<file path="src/rtl/comm_pkg.sv">
// Shared definitions for both ends of the serial command link:
// the state encodings and the default bit period.
package comm_pkg;

    localparam int BAUD_DIV_DEFAULT = 2604;

    typedef enum logic {
        WAIT_HIGH = 1'b0,
        WAIT_LOW  = 1'b1
    } asm_state_t;

    typedef enum logic [1:0] {
        IDLE  = 2'd0,
        START = 2'd1,
        DATA  = 2'd2,
        STOP  = 2'd3
    } rx_state_t;

    // Number of bits needed to hold the values 0..max_val.
    function automatic int cnt_width(input int max_val);
        return (max_val < 2) ? 1 : $clog2(max_val + 1);
    endfunction

endpackage

</file>
<file path="src/rtl/uart_rx.sv">
// 8N1 byte receiver: synchronizes RX, finds the start edge, samples each bit
// at mid-period, and reports a good byte or a framing error as one-cycle pulses.
module uart_rx
    import comm_pkg::*;
#(
    parameter int BAUD_DIV = BAUD_DIV_DEFAULT
)
(
    input  logic       clk,
    input  logic       rst_n,
    input  logic       rx,
    output logic [7:0] rx_data,
    output logic       start,
    output logic       byte_rdy,
    output logic       frm_err
);

    localparam int CW = cnt_width(BAUD_DIV - 1);
    localparam logic [CW-1:0] HALF_LAST = CW'(BAUD_DIV / 2 - 1);
    localparam logic [CW-1:0] FULL_LAST = CW'(BAUD_DIV - 1);

    logic            rx_meta;
    logic            rx_sync;
    logic            rx_prev;
    logic [1:0]      sync_vld;
    logic            armed;
    logic            fall_edge;
    rx_state_t       state;
    logic [CW-1:0]   baud_cnt;
    logic [2:0]      bit_idx;
    logic [7:0]      shreg;
    logic            sample_done;
    logic            stop_bit;

    // The presets hide the real line level for two clocks after reset, so
    // start detection only arms once a genuine high has come through.
    always_ff @(posedge clk or negedge rst_n) begin
        if (!rst_n) begin
            rx_meta  <= 1'b1;
            rx_sync  <= 1'b1;
            rx_prev  <= 1'b1;
            sync_vld <= 2'b00;
            armed    <= 1'b0;
        end else begin
            rx_meta  <= rx;
            rx_sync  <= rx_meta;
            rx_prev  <= rx_sync;
            sync_vld <= {sync_vld[0], 1'b1};
            if (sync_vld[1] && rx_sync)
                armed <= 1'b1;
        end
    end

    assign fall_edge = armed & rx_prev & ~rx_sync;

    always_ff @(posedge clk or negedge rst_n) begin
        if (!rst_n) begin
            state       <= IDLE;
            baud_cnt    <= '0;
            bit_idx     <= 3'd0;
            shreg       <= 8'h00;
            sample_done <= 1'b0;
            stop_bit    <= 1'b0;
            start       <= 1'b0;
        end else begin
            start       <= 1'b0;
            sample_done <= 1'b0;
            case (state)
                IDLE: begin
                    if (fall_edge) begin
                        state    <= START;
                        baud_cnt <= '0;
                        start    <= 1'b1;
                    end
                end
                START: begin
                    if (baud_cnt == HALF_LAST) begin
                        baud_cnt <= '0;
                        bit_idx  <= 3'd0;
                        state    <= rx_sync ? IDLE : DATA;
                    end else begin
                        baud_cnt <= baud_cnt + CW'(1);
                    end
                end
                DATA: begin
                    if (baud_cnt == FULL_LAST) begin
                        baud_cnt <= '0;
                        shreg    <= {rx_sync, shreg[7:1]};
                        if (bit_idx == 3'd7)
                            state <= STOP;
                        else
                            bit_idx <= bit_idx + 3'd1;
                    end else begin
                        baud_cnt <= baud_cnt + CW'(1);
                    end
                end
                STOP: begin
                    if (baud_cnt == FULL_LAST) begin
                        baud_cnt    <= '0;
                        state       <= IDLE;
                        sample_done <= 1'b1;
                        stop_bit    <= rx_sync;
                    end else begin
                        baud_cnt <= baud_cnt + CW'(1);
                    end
                end
                default: state <= IDLE;
            endcase
        end
    end

    // Result pulses lag the stop sample by one clock.
    always_ff @(posedge clk or negedge rst_n) begin
        if (!rst_n) begin
            byte_rdy <= 1'b0;
            frm_err  <= 1'b0;
        end else begin
            byte_rdy <= sample_done & stop_bit;
            frm_err  <= sample_done & ~stop_bit;
        end
    end

    assign rx_data = shreg;

endmodule

</file>
<file path="src/rtl/cmd_rcv.sv">
// Receive-side command interface: pairs UART bytes (high first) into 16-bit
// commands, with an inter-byte timeout that resynchronizes after a lost frame.
module cmd_rcv
    import comm_pkg::*;
#(
    parameter int BAUD_DIV = BAUD_DIV_DEFAULT,
    parameter int TIMEOUT  = 65536
)
(
    input  logic        clk,
    input  logic        rst_n,
    input  logic        RX,
    input  logic        clr_cmd_rdy,
    output logic [15:0] cmd,
    output logic        cmd_rdy,
    output logic        rx_err
);

    localparam int TW = cnt_width(TIMEOUT);
    localparam logic [TW-1:0] TMO_LAST = TW'(TIMEOUT - 1);

    logic [7:0]    rx_data;
    logic          rx_start;
    logic          byte_rdy;
    logic          frm_err;
    asm_state_t    state;
    logic [7:0]    high_byte;
    logic [TW-1:0] tmo_cnt;
    logic          tmo_frozen;

    uart_rx #(
        .BAUD_DIV (BAUD_DIV)
    ) u_rx (
        .clk      (clk),
        .rst_n    (rst_n),
        .rx       (RX),
        .rx_data  (rx_data),
        .start    (rx_start),
        .byte_rdy (byte_rdy),
        .frm_err  (frm_err)
    );

    // Later assignments to cmd_rdy override the clear, so a completing
    // command wins over a simultaneous acknowledge.
    always_ff @(posedge clk or negedge rst_n) begin
        if (!rst_n) begin
            state      <= WAIT_HIGH;
            high_byte  <= 8'h00;
            tmo_cnt    <= '0;
            tmo_frozen <= 1'b0;
            cmd        <= 16'h0000;
            cmd_rdy    <= 1'b0;
            rx_err     <= 1'b0;
        end else begin
            rx_err <= 1'b0;
            if (clr_cmd_rdy)
                cmd_rdy <= 1'b0;
            case (state)
                WAIT_HIGH: begin
                    if (rx_start)
                        cmd_rdy <= 1'b0;
                    if (frm_err) begin
                        rx_err <= 1'b1;
                    end else if (byte_rdy) begin
                        high_byte  <= rx_data;
                        tmo_cnt    <= '0;
                        tmo_frozen <= 1'b0;
                        state      <= WAIT_LOW;
                    end
                end
                WAIT_LOW: begin
                    if (frm_err) begin
                        rx_err    <= 1'b1;
                        high_byte <= 8'h00;
                        state     <= WAIT_HIGH;
                    end else if (byte_rdy) begin
                        cmd     <= {high_byte, rx_data};
                        cmd_rdy <= 1'b1;
                        state   <= WAIT_HIGH;
                    end else if (rx_start) begin
                        tmo_frozen <= 1'b1;
                    end else if (!tmo_frozen) begin
                        if (tmo_cnt == TMO_LAST) begin
                            rx_err    <= 1'b1;
                            high_byte <= 8'h00;
                            state     <= WAIT_HIGH;
                        end else begin
                            tmo_cnt <= tmo_cnt + TW'(1);
                        end
                    end
                end
                default: state <= WAIT_HIGH;
            endcase
        end
    end

endmodule

</file>
<file path="config.mk">
export PLATFORM = sky130hd
export DESIGN_NAME = cmd_rcv
export DESIGN_NICKNAME = d
export VERILOG_FILES = /design/src/rtl/comm_pkg.sv /design/src/rtl/uart_rx.sv /design/src/rtl/cmd_rcv.sv
export SDC_FILE = /design/constraint.sdc
export NUM_CORES = 1
export LEC_CHECK = 0
export ABC_AREA = 1
export BUFFER_PORTS_ARGS = -buffer_cell sky130_fd_sc_hd__buf_4
export CAP_MARGIN = 20
export CORE_MARGIN = 3
export CORE_UTILIZATION = 30
export CTS_BUF_LIST = sky130_fd_sc_hd__clkbuf_4 sky130_fd_sc_hd__clkbuf_8
export CTS_CLUSTER_DIAMETER = 50
export DETAILED_ROUTE_END_ITERATION = 8
export SETUP_SLACK_MARGIN = 0.05
export SLEW_MARGIN = 20
export SYNTH_ARGS = -nofsm -noshare
export SYNTH_HDL_FRONTEND = slang
export SYNTH_SLANG_ARGS = --single-unit
export TNS_END_PERCENT = 50
</file>
<file path="constraint.sdc">
create_clock -name clk -period 4.7 [get_ports clk]
set_input_delay 0.235 -clock clk [delete_from_list [all_inputs] [get_ports clk]]
set_output_delay 0.235 -clock clk [all_outputs]
set_load 0.03 [all_outputs]
</file>
==> flow_metrics.py <==
metrics = {
    "timing": {
        "timing.fmax_mhz": 388,
        "relSlewSlack_pct": 39.9,
        "worst_slew_pin_slew_ns": 0.899,
        "fin_crit_ns": 2.58,
        "tns_ns": 0,
        "finalSetupViolations": 0,
        "skew_ns": 0.0102,
        "hold_violations": 0,
        "drv_slew": 0,
        "finalCritPeriodShare_pct": 54.9,
        "rsz0062_at_grt": "false",
    },
    "cells_and_area": {
        "regArea_um2": 2030,
        "syn_to_final_growth_pct": 15.0,
        "final_cell_mix": "107 x nand2_1, 78 x dfrtp_1, 59 x inv_1",
        "mostFrequentLayoutCell": "nand2_1",
        "drive_gt1_share_pct": 12.4,
        "final_util_pct": 35.7,
        "diodes": 0,
        "fillers": 1251,
        "final_nets": 481,
        "multi_input_area_um2": 1460,
    },
    "setup_path": {
        "worstPathCellList": "ha_1 -> nand3_1 -> nor3_2 -> nand3_1 -> nor4_1 -> ha_1 -> nor2_1 -> nand2_1 -> nand2_1 -> nand3_2 -> inv_2 -> nand3_1 -> nand2_1 -> nand2_1 -> nor2_1",
        "arrival_ns": 2.82,
        "crit_fanout": 16,
        "ff2ff_setup_slack_ns": 2.12,
        "r2r_start": "tmo_cnt[0]",
        "crit_buf_inv": 1,
        "rr_worst_depth": 15,
        "worstSetupStartpointType": "register",
        "critPathMaxStageDelay_ns": 0.40,
        "end_kind": "register",
        "reg2reg_to": "tmo_cnt[10]",
        "critical-path-top-delay-family": "simple AND/OR/NAND/NOR gates",
        "cpMostUsedCell": "nand2_1",
        "critPathKind": "register to register",
        "cp.required_ns": 4.94,
        "critPathSlowestCell": "dfrtp_1",
    },
    "synth": {
        "synth-main-ff-cell": "dfrtp_1",
        "yosys.area.top_type_share_pct": 51.7,
        "yosys_warnings": 0,
        "syn_nets": 456,
        "syn_inst": 446,
        "yosysTopAreaCell": "dfrtp_1",
        "syn_area_um2": 3770,
        "async_flop_share_pct": 100,
        "avgSynthCellArea_um2": 8.46,
        "ys_seq_elements": 81,
        "synth_cell_types": 33,
        "synth_seq_area_share_pct": 53.8,
        "synth_edf_count": 0,
        "yosys-top-cells-area": "dfrtp_1 52%, nand2_1 11%, o21ai_0 7.0%",
    },
    "clocking": {
        "h-tree-depth": 3,
        "clock_path_buffers": 2,
        "cts_root_buffer": "clkbuf_8",
        "clock_latency_ns": 0.35,
        "cts_sinks": 81,
        "cts_made_buffers": 9,
        "cts_resized": 0,
        "path_clk_slew_ns": 0.08,
        "cts_tree": "built",
    },
    "grt": {
        "antenna_found_initial": 0,
        "grt_pass1_wl_um": 12900,
        "overflow": 0,
        "grt_pass1_vias": 2855,
        "track_usage_pct": 11.1,
        "grt_max_degree": 82,
    },
    "power_and_ir_drop": {
        "powerDensity_nw_per_um2": 356,
        "cellLeakagePower_nw": 1.99,
        "ir_drop_mv": 0.256,
        "total_power_mw": 1.55,
    },
    "min_path": {
        "hold_path.class": "input port to register",
        "hold_depth": 3,
        "holdPathEnd": "cmd_rdy",
        "min_from": "clr_cmd_rdy",
    },
    "route": {
        "vias": 2960,
        "drt_wl_total_um": 7280,
        "routedWlPerCell_um": 11.3,
        "vias_per_cell": 4.60,
        "first_pass_iters": 4,
        "drt_iter0_drc": 209,
        "ant_nets": 0,
        "drc": 0,
    },
    "run_status": {
        "status": "finished, final reports clean",
    },
    "placement": {
        "gp_congestion": 0.827,
        "place.port_buffers": 21,
        "hpwl_um": 5070,
    },
    "die": {
        "fp.dieH_um": 118,
        "die_w_um": 118,
        "core-area_um2": 12200,
        "io_pins": 22,
        "rows": 40,
        "initial_core_util_pct": 31.0,
        "die_area_um2": 14000,
    },
    "flow_run": {
        "drv_cap": 0,
    },
}
[where the power goes]
part           internal [mW]  leakage, nW  switching (mW)
clock network          0.308        0.114           0.254
registers              0.728         1.10          0.0386
logic                 0.0633        0.772           0.153
total                   1.10         1.99           0.446
[per-layer routing]
metal | GRT usage, % | up-vias | share of wire, %
met5 | 0 | - | 0
met4 | 3.96 | 0 | 0.71
met3 | 3.59 | 4 | 3.9
met2 | 17.4 | 60 | 47
met1 | 14.5 | 1401 | 48
li1 | - | 1495 | -
[how the worst max path moves through the flow]
stage / from / endpoint / slack [ns] / cells after the start
floorplan: tmo_cnt[0] / tmo_cnt[13] / 2.59 / 14
global placement: tmo_cnt[0] / tmo_cnt[10] / 2.21 / 15
detailed placement: tmo_cnt[0] / tmo_cnt[2] / 2.10 / 14
CTS: tmo_cnt[0] / tmo_cnt[10] / 2.09 / 15
global route: tmo_cnt[0] / tmo_cnt[2] / 1.76 / 14
finish: tmo_cnt[0] / tmo_cnt[10] / 2.12 / 15
[timing repair]
| action | 4_1_cts | 5_1_grt |
|---|---|---|
| endpoints found under the setup margin | 0 | 0 |
| hold buffers | 1 | 1 |
| setup buffers | 0 | 0 |
| endpoints found under the hold margin | 1 | 76 |
[worst min-delay path, delay by kind of cell]
kind                   cells  cell delay [ns]
buffers and inverters      1             0.10
AND/OR/NAND/NOR            2             0.14
[kinds of logic after synthesis]
logic type               count (synthesis)  share of synthesized area, %
buffers and inverters                   72                          7.56
XOR/XNOR                                 5                          1.16
AND/OR/NAND/NOR                        198                          23.0
flip-flops                              81                          53.8
AO/OA/AOI/OAI                           83                          12.4
adder cells (fa/ha/maj)                  6                          1.99
other                                    1                        0.0994
[layout make-up]
type,instances,share of cell area (%)
timing repair buffer,23,4.18
inverter,63,5.45
sequential,81,46.8
clock inverter,6,2.11
clock buffer,10,3.03
tap,168,4.85
multi-input combinational,293,33.6
[per-stage QoR]
step	hold slack (ns)	std cells	instance area (um^2)	worst slack (ns)
6_report	0.154	644	4340	2.12
5_1_grt	0.141	644	4340	1.76
4_1_cts	0.108	643	4320	2.09
3_5_place_dp	0.342	626	4090	2.10
3_3_place_gp	0.333	626	4090	2.21
2_1_floorplan	-0.0606	446	3770	2.59
[synthesized netlist by cell type (5+ instances only)]
| cell | number |
|---|---|
| nand2_2 | 6 |
| dfrtp_1 | 78 |
| xor2_1 | 5 |
| nand4_1 | 7 |
| ha_1 | 6 |
| nand3_1 | 29 |
| nand2_1 | 107 |
| nor3_1 | 6 |
| inv_1 | 59 |
| nor2_1 | 35 |
| o22ai_1 | 14 |
| o21ai_0 | 53 |
[state kept, by name (all words and copies together), names as in the netlist, 2 cells and up, named ones only]
name and cells:
u_rx.bit_idx 3, u_rx.rx_data 8, u_rx.baud_cnt 12, cmd 16, tmo_cnt 17, u_rx.sync_vld 2, high_byte 8
Note: power is estimated with default switching activity, not from simulation.
